$ cat src/rtl/axi_imem_slave_pkg.sv
// Shared AXI encodings and slave state type for the instruction-memory AXI slave.
package axi_imem_slave_pkg;

    localparam logic [1:0] AXI_BURST_INCR  = 2'b01;
    localparam logic [1:0] AXI_RESP_OKAY   = 2'b00;
    localparam logic [1:0] AXI_RESP_SLVERR = 2'b10;

    typedef enum logic {
        ST_IDLE  = 1'b0,
        ST_BURST = 1'b1
    } slave_state_t;

    // AXI size code for a beat of the given number of bytes
    function automatic logic [2:0] axsize_for(input int unsigned bytes);
        return 3'($clog2(bytes));
    endfunction

endpackage

$ cat src/rtl/axi_r_skid_buf.sv
// Two-entry FIFO holding R-channel beats; head stays stable until popped.
module axi_r_skid_buf #(
    parameter int WIDTH = 8
) (
    input  logic             clk,
    input  logic             rst,
    input  logic             push,
    input  logic [WIDTH-1:0] push_data,
    output logic             out_valid,
    input  logic             out_ready,
    output logic [WIDTH-1:0] out_data,
    output logic [1:0]       count
);

    logic [WIDTH-1:0] slot0;
    logic [WIDTH-1:0] slot1;
    logic             rd_ptr;
    logic             wr_ptr;
    logic             pop;

    assign out_valid = (count != 2'd0);
    assign pop       = out_valid && out_ready;
    assign out_data  = rd_ptr ? slot1 : slot0;

    // Storage, pointers and occupancy; writer never pushes into a full buffer
    always_ff @(posedge clk or posedge rst) begin
        if (rst) begin
            slot0  <= '0;
            slot1  <= '0;
            rd_ptr <= 1'b0;
            wr_ptr <= 1'b0;
            count  <= 2'd0;
        end else begin
            if (push) begin
                if (wr_ptr) slot1 <= push_data;
                else        slot0 <= push_data;
                wr_ptr <= ~wr_ptr;
            end
            if (pop) rd_ptr <= ~rd_ptr;
            count <= count + 2'(push) - 2'(pop);
        end
    end

endmodule

$ cat src/rtl/axi_imem_slave.sv
// AXI4 read-only slave fronting a synchronous instruction memory (one burst at a time).
module axi_imem_slave
    import axi_imem_slave_pkg::*;
#(
    parameter int                    ADDR_WIDTH = 32,
    parameter int                    DATA_WIDTH = 128,
    parameter logic [ADDR_WIDTH-1:0] MEM_BASE   = 'h1000,
    parameter int                    MEM_DEPTH  = 1024
) (
    input  logic                         clk,
    input  logic                         rst,
    input  logic [ADDR_WIDTH-1:0]        s_axi_araddr,
    input  logic [7:0]                   s_axi_arlen,
    input  logic [2:0]                   s_axi_arsize,
    input  logic [1:0]                   s_axi_arburst,
    input  logic [3:0]                   s_axi_arcache,
    input  logic [2:0]                   s_axi_arprot,
    input  logic [3:0]                   s_axi_arqos,
    input  logic [3:0]                   s_axi_arregion,
    input  logic                         s_axi_arvalid,
    output logic                         s_axi_arready,
    output logic [DATA_WIDTH-1:0]        s_axi_rdata,
    output logic [1:0]                   s_axi_rresp,
    output logic                         s_axi_rlast,
    output logic                         s_axi_rvalid,
    input  logic                         s_axi_rready,
    output logic                         mem_en,
    output logic [$clog2(MEM_DEPTH)-1:0] mem_addr,
    input  logic [DATA_WIDTH-1:0]        mem_rdata
);

    localparam int BYTES = DATA_WIDTH / 8;
    localparam int OFF   = $clog2(BYTES);
    localparam int IDX_W = $clog2(MEM_DEPTH);
    localparam int EW    = ADDR_WIDTH + 13;
    localparam int BUF_W = DATA_WIDTH + 3;
    localparam logic [EW-1:0] MEM_END = EW'(MEM_BASE) + (EW'(MEM_DEPTH) << OFF);

    slave_state_t     state;
    logic [8:0]       issue_cnt;
    logic [7:0]       len;
    logic             err;
    logic [IDX_W-1:0] base_idx;
    logic             inflight;
    logic             inflight_err;
    logic             inflight_last;

    logic [EW-1:0]         addr_ext;
    logic [EW-1:0]         last_beat_addr;
    logic [EW-1:0]         end_byte;
    logic                  ar_err;
    logic [IDX_W-1:0]      ar_index;
    logic                  issue;
    logic                  pop;
    logic                  buf_valid;
    logic [1:0]            buf_count;
    logic [BUF_W-1:0]      buf_data;
    logic [BUF_W-1:0]      buf_data_in;
    logic [DATA_WIDTH-1:0] beat_data;
    logic                  unused_ar_attrs;

    assign unused_ar_attrs = ^{s_axi_arcache, s_axi_arprot, s_axi_arqos, s_axi_arregion};

    // Burst legality: the 4 KB check compares the page of the first and last byte
    assign addr_ext       = EW'(s_axi_araddr);
    assign last_beat_addr = addr_ext + (EW'(s_axi_arlen) << OFF);
    assign end_byte       = last_beat_addr + EW'(BYTES - 1);
    assign ar_err = (s_axi_arburst != AXI_BURST_INCR)
                 || (s_axi_arsize != axsize_for(BYTES))
                 || (s_axi_araddr[OFF-1:0] != '0)
                 || (s_axi_araddr < MEM_BASE)
                 || (last_beat_addr >= MEM_END)
                 || ((addr_ext >> 12) != (end_byte >> 12));
    assign ar_index = IDX_W'((s_axi_araddr - MEM_BASE) >> OFF);

    assign s_axi_arready = (state == ST_IDLE) && !rst;

    // A beat may issue only if it will find room in the buffer when its data lands
    assign pop   = buf_valid && s_axi_rready;
    assign issue = (state == ST_BURST)
                && (issue_cnt <= {1'b0, len})
                && (({1'b0, buf_count} + {2'b0, inflight}) < (3'd2 + {2'b0, pop}));

    assign mem_en   = issue && !err;
    assign mem_addr = base_idx + IDX_W'(issue_cnt);

    assign beat_data   = inflight_err ? '0 : mem_rdata;
    assign buf_data_in = {beat_data, inflight_err ? AXI_RESP_SLVERR : AXI_RESP_OKAY, inflight_last};

    // Burst control FSM plus the one-cycle memory-latency tracking stage
    always_ff @(posedge clk or posedge rst) begin
        if (rst) begin
            state         <= ST_IDLE;
            issue_cnt     <= '0;
            len           <= '0;
            err           <= 1'b0;
            base_idx      <= '0;
            inflight      <= 1'b0;
            inflight_err  <= 1'b0;
            inflight_last <= 1'b0;
        end else begin
            case (state)
                ST_IDLE: begin
                    if (s_axi_arvalid) begin
                        len       <= s_axi_arlen;
                        err       <= ar_err;
                        base_idx  <= ar_index;
                        issue_cnt <= '0;
                        state     <= ST_BURST;
                    end
                end
                ST_BURST: begin
                    if (issue) issue_cnt <= issue_cnt + 9'd1;
                    if (pop && s_axi_rlast) state <= ST_IDLE;
                end
                default: state <= ST_IDLE;
            endcase
            inflight      <= issue;
            inflight_err  <= err;
            inflight_last <= (issue_cnt == {1'b0, len});
        end
    end

    axi_r_skid_buf #(
        .WIDTH(BUF_W)
    ) u_rbuf (
        .clk      (clk),
        .rst      (rst),
        .push     (inflight),
        .push_data(buf_data_in),
        .out_valid(buf_valid),
        .out_ready(s_axi_rready),
        .out_data (buf_data),
        .count    (buf_count)
    );

    assign s_axi_rvalid = buf_valid;
    assign s_axi_rdata  = buf_data[BUF_W-1:3];
    assign s_axi_rresp  = buf_data[2:1];
    assign s_axi_rlast  = buf_data[0];

endmodule
$ cat config.mk
export PLATFORM = sky130hd
export DESIGN_NAME = axi_imem_slave
export DESIGN_NICKNAME = d
export VERILOG_FILES = /design/src/rtl/axi_imem_slave_pkg.sv /design/src/rtl/axi_r_skid_buf.sv /design/src/rtl/axi_imem_slave.sv
export SDC_FILE = /design/constraint.sdc
export NUM_CORES = 1
export LEC_CHECK = 0
export ABC_AREA = 1
export CAP_MARGIN = 20
export CORE_MARGIN = 8
export CORE_UTILIZATION = 60
export CTS_BUF_LIST = sky130_fd_sc_hd__clkbuf_4
export DETAILED_ROUTE_END_ITERATION = 10
export DONT_BUFFER_PORTS = 1
export GPL_TIMING_DRIVEN = 0
export MAX_ROUTING_LAYER = met4
export PLACE_DENSITY = 0.84
export SLEW_MARGIN = 25
export SYNTH_ARGS = -nofsm -noshare
export SYNTH_HDL_FRONTEND = slang
export SYNTH_SLANG_ARGS = --single-unit
$ cat constraint.sdc
create_clock -name clk -period 10 [get_ports clk]
set_clock_uncertainty 0.05 [all_clocks]
set_input_delay 2 -clock clk [delete_from_list [all_inputs] [get_ports clk]]
set_output_delay 2 -clock clk [all_outputs]
set_load 0.02 [all_outputs]
======== Word-level counts from Yosys, hierarchy flattened ========
Cells that the tools add are included.
W data, S select, Z words.
cells by class
  shift operators ......................... 0
  add/sub/neg operators ................... 9
  magnitude comparators ................... 4
  bitwise operators ....................... 3
  multiplexer cells ....................... 9
  eq/ne operators ......................... 6
  $mul .................................... 0
  divide/modulo/power cells ............... 0
  reduce and logical (&&, ||, !) cells .... 19
operators with widths
  cell                      count
  $mux W131                 1
  $mux W128                 1
  $add A33 B4 Y34 const B   1
  $add A32 B12 Y33          1
  $ge A33 B15 Y1 const B    1
  $lt A32 B13 Y1 const B    1
  $ne A20 B22 Y1            1
  $mux W9                   2
  $pmux W9 S2               1
  $sub A14 B13 Y14 const B  1
  $add A10 B9 Y10           1
  $add A9 B1 Y9 const B     1
  $eq A9 B8 Y1              1
  $le A9 B8 Y1              1
  $reduce_and A2 Y1         4
  $logic_and A1 B1 Y1       6
  $logic_or A1 B1 Y1        5
  $ne A2 B1 Y1 const B      2
  $reduce_bool A4 Y1        1
  $add A2 B1 Y3             1
  $add A2 B1 Y3 const A     1
  $lt A3 B3 Y1              1
  $ne A3 B3 Y1 const B      1
  $not A1 Y1                3
  other kinds (8)           10
storage, ports and cells
  memories ................................ 0
  logic and storage cells ................. 63
  register bits after elaboration ......... 298
  bits in latches ......................... 0
  input bits .............................. 192
  ROM bits ................................ 0
  output and inout bits ................... 144
  memory bits (writable) .................. 0

======== Longest topological paths before layout ========
Gate-level depths: netlist of run 1.
  depth in word-level cells ............... 7
  mapped depth ............................ 19
  mapped depth without buffers ............ 19

======== Modules after synthesis ========
Synthesis of run 1 repeated with hierarchy kept, for this count alone.
second synthesis, totals
  cell total of the unflattened synthesis .. 2,296
  area total of the unflattened synthesis .. 16,077.9 µm²
by module, submodules not included
  module          instances  area an instance (µm²)  cells an instance  seq. area each (µm²)
  axi_r_skid_buf  1          11,476.0                1,424              6,656.4
  axi_imem_slave  1          4,601.9                 872                800.8

======== Least setup slack after synthesis of run 1 ========
Ideal clock, no wire load.
  path type ............................... input -> output
  start point ............................. input port s_axi_rready
  end point ............................... output port mem_en
  required time ........................... 7.950 ns
  stages on the path ...................... 5
  data arrival time ....................... 2.823 ns
  path buffers ............................ 0
  path slack .............................. 5.127 ns
  cells stage by stage .................... nand2_1 -> or2_1 -> a21oi_1 -> nand3_1 -> nor2_1
on the way
  word-level cells in the longest chain between the ends .. 5
RTL lines
  item                 line                  RTL
  start: declaration   axi_imem_slave.sv:26  input logic s_axi_rready,
  $logic_and A1 B1 Y1  axi_imem_slave.sv:79  assign pop = buf_valid && s_axi_rready;
  $add A2 B1 Y3        axi_imem_slave.sv:82  && (({1'b0, buf_count} + {2'b0, inflight}) < (3'd2 + {2'b0, pop}));
  $lt A3 B3 Y1         axi_imem_slave.sv:82
  $logic_and A1 B1 Y1  axi_imem_slave.sv:82
  $logic_and A1 B1 Y1  axi_imem_slave.sv:84  assign mem_en = issue && !err;
  end: declaration     axi_imem_slave.sv:27  output logic mem_en,
Every way passes these cells.

======== Worst setup path after layout of run 1 ========
  start point ............................. register u_rbuf.rd_ptr
  end point ............................... output port s_axi_rdata[122]
on the way
  word-level cells in the longest chain between the ends .. 1
RTL lines
  item                      line                  RTL
  start: declaration        axi_r_skid_buf.sv:17  logic rd_ptr;
  start signal: assignment  axi_r_skid_buf.sv:39  if (pop) rd_ptr <= ~rd_ptr;
  $mux W131                 axi_r_skid_buf.sv:23  assign out_data = rd_ptr ? slot1 : slot0;
  end: declaration          axi_imem_slave.sv:22  output logic [DATA_WIDTH-1:0] s_axi_rdata,
Every way passes these cells.

==> results of run 1 <==
through the flow:
stage	setup WS [ns]	total power, mW	utilization (%)
5_1_grt	4.63	4.57	66.4
3_5_place_dp	4.91	3.23	62.6
4_1_cts	4.77	4.30	66.3
2_1_floorplan	4.02	2.72	-
6_report	4.81	4.29	66.4
3_3_place_gp	2.53	3.17	61.9
routing by layer:
layer	global-route usage, %	up-vias	share of wire, %
met2	46.9	639	47
li1	-	7158	-
met5	-	-	0
met3	7.92	114	9.8
met1	34.7	6962	40
met4	11.9	0	3.7
area by class of cell:
type,instances,share of cell area [%]
diodes,2,0.0284
plain buffers,104,2.25
clock buffers,119,5.07
clock inverters,13,0.525
inverters,373,7.96
multi-input cells,1519,38.6
flip-flops and latches,296,42.0
well taps,341,2.42
repair buffers,10,1.14
path summary, 6_finish.rpt:
check / from / to / slack (ns) / cells past startpoint
worst max-delay path: u_rbuf.rd_ptr / s_axi_rdata[122] / 4.81 / 5
worst min-delay path: err / inflight_err / 0.39 / 0
worst max register to register: issue_cnt[2] / issue_cnt[8] / 7.78 / 10
worst min register to register: err / inflight_err / 0.39 / 0
max in group asynchronous: rst / u_rbuf.slot0[28] / 7.39 / 5
min in group asynchronous: rst / u_rbuf.slot0[59] / 1.20 / 1
power by group through the flow:
stage	Combinational (mW)	Clock (mW)	Sequential, mW
after floorplan	1.16	0	1.56
after global placement	1.58	0	1.59
after detailed placement	1.63	0	1.60
after CTS	1.64	1.08	1.58
after global routing	1.82	1.14	1.61
final	1.64	1.06	1.58
registers in the layout, indices dropped and copies added, names as in the netlist:
name and flops:
state 1, issue_cnt 9, inflight 1, inflight_err 1, u_rbuf.slot0 130, base_idx 10, len 8, u_rbuf.count 2
err 1, u_rbuf.wr_ptr 1, inflight_last 1, u_rbuf.rd_ptr 1, u_rbuf.slot1 130
cell usage in the layout, fill, tap and decap left out, types with 13 or more instances in the layout:
master / count
a21oi_1: 13
clkbuf_1: 89
clkbuf_4: 119
dfrtp_1: 296
ha_1: 32
inv_1: 365
nand2_1: 856
nand2_2: 17
nand3_1: 48
nand4_1: 16
nor2_1: 185
o21ai_0: 284
xor2_1: 13
cells by family (layout without fill, tap and decap cells):
group,count (synthesis),in the layout,synth area share (%)
buffers and inverters,477,619,11.2
other,1,3,0.0234
adder cells (fa/ha/maj),34,34,2.75
AO/OA/AOI/OAI,305,305,9.67
XOR/XNOR,18,18,0.985
flip-flops,296,296,46.3
AND/OR/NAND/NOR,1161,1161,29.1
==> flow_summary_export.csv, run 1 <==
group,metric,value,unit
critical_path,crit_fanout,10,
clocking,cts.sinks,296,
synth,synth_flop_cell,"dfrtp_1",
route,drt_first_pass_iters,5,
route,routedWlPerCell,16.7,µm
placement,gp_congestion,0.931,
placement,postPlaceCellArea,16600,µm²
critical_path,crit_path_cell_trace,"buf_2, clkbuf_1, clkbuf_1, nand2_1, o21ai_1",
global_route,grt_max_degree,33,
global_route,antenna_found_initial,2,
placement,placed_cells,2643,
route,routed_wl,46300,µm
route,drc,0,
run_status,outcome,"completed",
route,via_per_inst,5.36,
power_and_ir_drop,switching_share,44.5,%
die,num_io_pins,336,
sta,whs,0.388,ns
clocking,holdBufCountCts,0,
synth,synth_area,16000,µm²
sta,fin_crit_sh,51.9,%
global_route,overflow,0,
clocking,cts_tree,"built",
clocking,clk_pin_slew_worst_paths,0.07,ns
clocking,cts_buffers,79,
critical_path,critical_path_class,"flip-flop to primary output",
synth,syn_nets,2518,
synth,ys_seq_elements,296,
clocking,worstSkewPairLatency,0.68,ns
synth,synth_seq_area_share,46.3,%
synth,synth.area.top_cells,"dfrtp_1 (46%), nand2_1 (20%), o21ai_0 (8.9%)",
min_path,holdCritPathClass,"flip-flop to flip-flop",
clocking,clockBufferDepth,3,
power_and_ir_drop,netSwitchingPower,1.91,mW
synth,avgSynthCellArea,6.99,µm²
synth,ys_types,38,
sta,hold_viol_final,0,
layout,syn_to_final_growth,10.1,%
die,rows,60,
power_and_ir_drop,leakagePower,9.21,nW
synth,synth.largest_area_cell,"dfrtp_1",
power_and_ir_drop,combPwrFrac,38.3,%
sta,timing.fmax,193,MHz
critical_path,cp.required,7.95,ns
layout,nets,2609,
die,core,26600,µm²
critical_path,cp.arrival,3.14,ns
sta,timing.setup.tns,0,ns
die,die-area,32200,µm²
global_route,grt_first_pass_wirelength,73000,µm
sta,rsz0062_at_grt,"no",
power_and_ir_drop,seqPwrFrac,36.9,%
synth,yosys.area.top_type_share,46.3,%
power_and_ir_drop,p_int,2.38,mW
sta,final-max-slew-violation-count,0,
layout,layout.cells.non_filler,2777,
layout,drive_gt1_share,7.52,%
layout,ff_latch_area,7410,µm²
layout,multiInputGateArea,6810,µm²
sta,fin_crit,5.19,ns
power_and_ir_drop,p_per_area,243,nW/µm²
layout,design_area,17600,µm²
die,start_util,60.3,%
critical_path,crit_family,"buffers and inverters",
power_and_ir_drop,clock_power_share,24.8,%
synth,synthCells,2292,
flow_run,maxCapViolations,0,
clocking,postCtsSetupBuffers,0,
sta,finalSetupViolations,0,
critical_path,cp-end-kind,"primary output",
synth,synthTopCellsByCount,"nand2_1 (856), inv_1 (366), dfrtp_1 (296)",
placement,io_buffers,0,
global_route,grt_usage,29.2,%
critical_path,slowest_stage,"dfrtp_1",
route,drt-initial-drc-count,1078,
sta,slew_headroom,25.1,%
critical_path,path_buf_inv,3,
global_route,grt_pass1_vias,14600,
die,die_w,179,µm
critical_path,crit_path_start_kind,"flip-flop",
die,die_h,179,µm
critical_path,cp_common_cell,"clkbuf_1",
synth,synth.most_common_cell,"nand2_1",
synth,synth_edf_count,0,
synth,yosysWarnings,0,
route,vias,14900,
layout,fillers,2323,
power_and_ir_drop,peakVddDrop,0.000103,V
critical_path,slowest_delay,0.61,ns
clocking,ctsResizeCount,0,
synth,ys_async_sr_fraction,100,%
clocking,htree_num_levels,3,
sta,worst_pin_slew,1.11,ns
clocking,clock-root-buffer,"clkbuf_4",
route,ant_nets,0,
placement,dp_hpwl,34500,µm
Power figures use the tool's default switching activity.
==> inputs of run 2 (changes only) <==
--- a/config.mk
+++ b/config.mk
@@ -8,13 +8,13 @@
 export ABC_AREA = 1
 export CAP_MARGIN = 20
 export CORE_MARGIN = 8
-export CORE_UTILIZATION = 60
+export CORE_UTILIZATION = 67
 export CTS_BUF_LIST = sky130_fd_sc_hd__clkbuf_4
 export DETAILED_ROUTE_END_ITERATION = 10
 export DONT_BUFFER_PORTS = 1
 export GPL_TIMING_DRIVEN = 0
 export MAX_ROUTING_LAYER = met4
-export PLACE_DENSITY = 0.84
+export PLACE_DENSITY = 0.88
 export SLEW_MARGIN = 25
 export SYNTH_ARGS = -nofsm -noshare
 export SYNTH_HDL_FRONTEND = slang
==> constraint.sdc (replaced) <==
create_clock -name clk -period 5.3 [get_ports clk]
set_clock_uncertainty 0.05 [all_clocks]
set_input_delay 1.06 -clock clk [delete_from_list [all_inputs] [get_ports clk]]
set_output_delay 1.06 -clock clk [all_outputs]
set_load 0.02 [all_outputs]
==> run 2 against run 1 <==
  * Non-clock buffer count is the same
  * First-iteration DRC count up 37%
  * Critical endpoint is now mem_addr[8]
  * Critical path type unchanged
  * Cell area increased by 0.21%
==> flow_summary_export.csv, run 2 (synthesized netlist as in run 1, its figures left out) <==
group,metric,value,unit
run_status,outcome,"completed",
clocking,worstSkewPairLatency,0.68,ns
critical_path,cp.required,4.19,ns
route,drt-initial-drc-count,1477,
sta,timing.fmax,238,MHz
sta,final-max-slew-violation-count,0,
clocking,clockBufferDepth,3,
global_route,antenna_found_initial,1,
global_route,grt_pass1_vias,15400,
critical_path,cp_common_cell,"nand2_1",
sta,slew_headroom,32.6,%
critical_path,cp.arrival,3.10,ns
critical_path,crit_path_cell_trace,"ha_1, inv_1, fa_1, nor2_1, o21ai_0, nand2_1, nand2_1, nand2_1, a21oi_1, o21ai_0, a21oi_1, xnor2_1",
global_route,grt_usage,32.7,%
clocking,cts_buffers,78,
global_route,grt_max_degree,33,
sta,whs,0.206,ns
critical_path,r2r-start,"issue_cnt[2]",
route,via_per_inst,5.57,
layout,drive_gt1_share,7.48,%
critical_path,slowest_stage,"xnor2_1",
power_and_ir_drop,p_total,8.23,mW
die,die_w,171,µm
power_and_ir_drop,peakVddDrop,0.000277,V
route,drc,0,
sta,hold_viol_final,0,
min_path,holdCritPathClass,"input port to async pin",
placement,placed_cells,2621,
route,ant_nets,0,
power_and_ir_drop,p_per_area,466,nW/µm²
flow_run,maxCapViolations,0,
placement,io_buffers,0,
clocking,ctsResizeCount,0,
die,start_util,68.2,%
sta,timing.setup.tns,0,ns
layout,top_regs,"u_rbuf.slot0 x130, u_rbuf.slot1 x130, base_idx x10",
critical_path,rrSetupSlack,3.09,ns
die,rows,56,
critical_path,crit_fanout,3,
critical_path,cp.depth,12,
placement,gp_congestion,0.920,
sta,fin_crit,4.21,ns
clocking,clock-root-buffer,"clkbuf_4",
clocking,htree_num_levels,3,
critical_path,crit_path_start_kind,"flip-flop",
sta,worst_pin_slew,1.00,ns
layout,mostFrequentLayoutCells,"nand2_1 (856), inv_1 (365), dfrtp_1 (296), o21ai_0 (285), nor2_1 (185)",
layout,syn_to_final_growth,10.4,%
critical_path,path_buf_inv,1,
sta,fin_crit_sh,79.4,%
clocking,cts.sinks,296,
critical_path,cp-end-kind,"primary output",
critical_path,reg2reg_depth,11,
die,core,23500,µm²
layout,nets,2608,
placement,dp_hpwl,34500,µm
route,vias,15300,
clocking,holdBufCountCts,0,
route,drt_first_pass_iters,6,
critical_path,crit_family,"adder cells",
critical_path,critical_path_class,"flip-flop to primary output",
die,die-area,29100,µm²
sta,rsz0062_at_grt,"no",
critical_path,reg2reg_to,"issue_cnt[0]",
critical_path,slowest_delay,0.48,ns
global_route,overflow,0,
clocking,postCtsSetupBuffers,0,
power_and_ir_drop,leakagePower,9.24,nW
clocking,cts_tree,"built",
placement,dp_slack,1.72,ns
global_route,grt_first_pass_wirelength,74700,µm
layout,layout.cells.non_filler,2754,
die,die_h,171,µm
layout,layout_commonest_cell,"nand2_1",
clocking,clk_pin_slew_worst_paths,0.08,ns
die,num_io_pins,336,
sta,timing.final.ws_setup,1.09,ns
sta,finalSetupViolations,0,
route,routedWlPerCell,17.0,µm
route,routed_wl,46700,µm
## run 2: cell count changes in the layout (fill, tap and decap cells not counted), sizes merged
cell	delta
bufinv	+3
clkbuf	-2
clkinv	+2
clkinvlp	-2
diode	-1
inv	-1
## run 2: per-layer routing
metal	GRT usage [%]	wire length (µm)	vias to the layer above
met3	8.25	5060	152
li1	-	-	7153
met1	38.1	17400	7205
met4	15.0	1890	0
met5	-	0	-
met2	53.1	22400	830
## run 2: layout make-up
cell class	count	area, µm²
multi-input combinational	1519	6810
fill	1772	5800
antenna	1	2.50
buffer	104	397
clock buffer	117	878
clock inverter	15	168
sequential	296	7410
timing repair buffer	10	208
tap	319	399
inverter	373	1400
## run 2: power breakdown
group          total, mW  leakage [nW]  internal, mW  switching, mW
clock               2.15         0.617          1.20          0.949
sequential          3.00          4.05          2.74          0.262
combinational       3.08          4.57         0.678           2.41
total               8.23          9.24          4.61           3.62
## run 2: stage by stage
stage	utilization [%]	area [µm²]
finish	75.3	17700
global route	75.3	17700
CTS	75.3	17700
detailed placement	70.8	16600
global placement	69.9	16400
floorplan	-	16000
## run 2: worst max-delay path by stage
stage                   from                to  slack, ns
2_1_floorplan            rst       base_idx[0]       0.26
3_3_place_gp             rst   u_rbuf.slot0[8]      -1.20
3_5_place_dp   u_rbuf.rd_ptr  s_axi_rdata[119]       1.72
4_1_cts        u_rbuf.rd_ptr  s_axi_rdata[119]       1.01
5_1_grt        u_rbuf.rd_ptr  s_axi_rdata[119]       0.93
6_report        issue_cnt[0]       mem_addr[8]       1.09
## run 2: worst reg2reg max path, delay by kind of cell (launching register included)
kind	cells	cell delay, ns
AOI/OAI and AO/OA	5	0.52
adders and majority gates	1	0.34
buffers and inverters	1	0.25
DFF	1	0.47
and+or+nand+nor	4	0.51
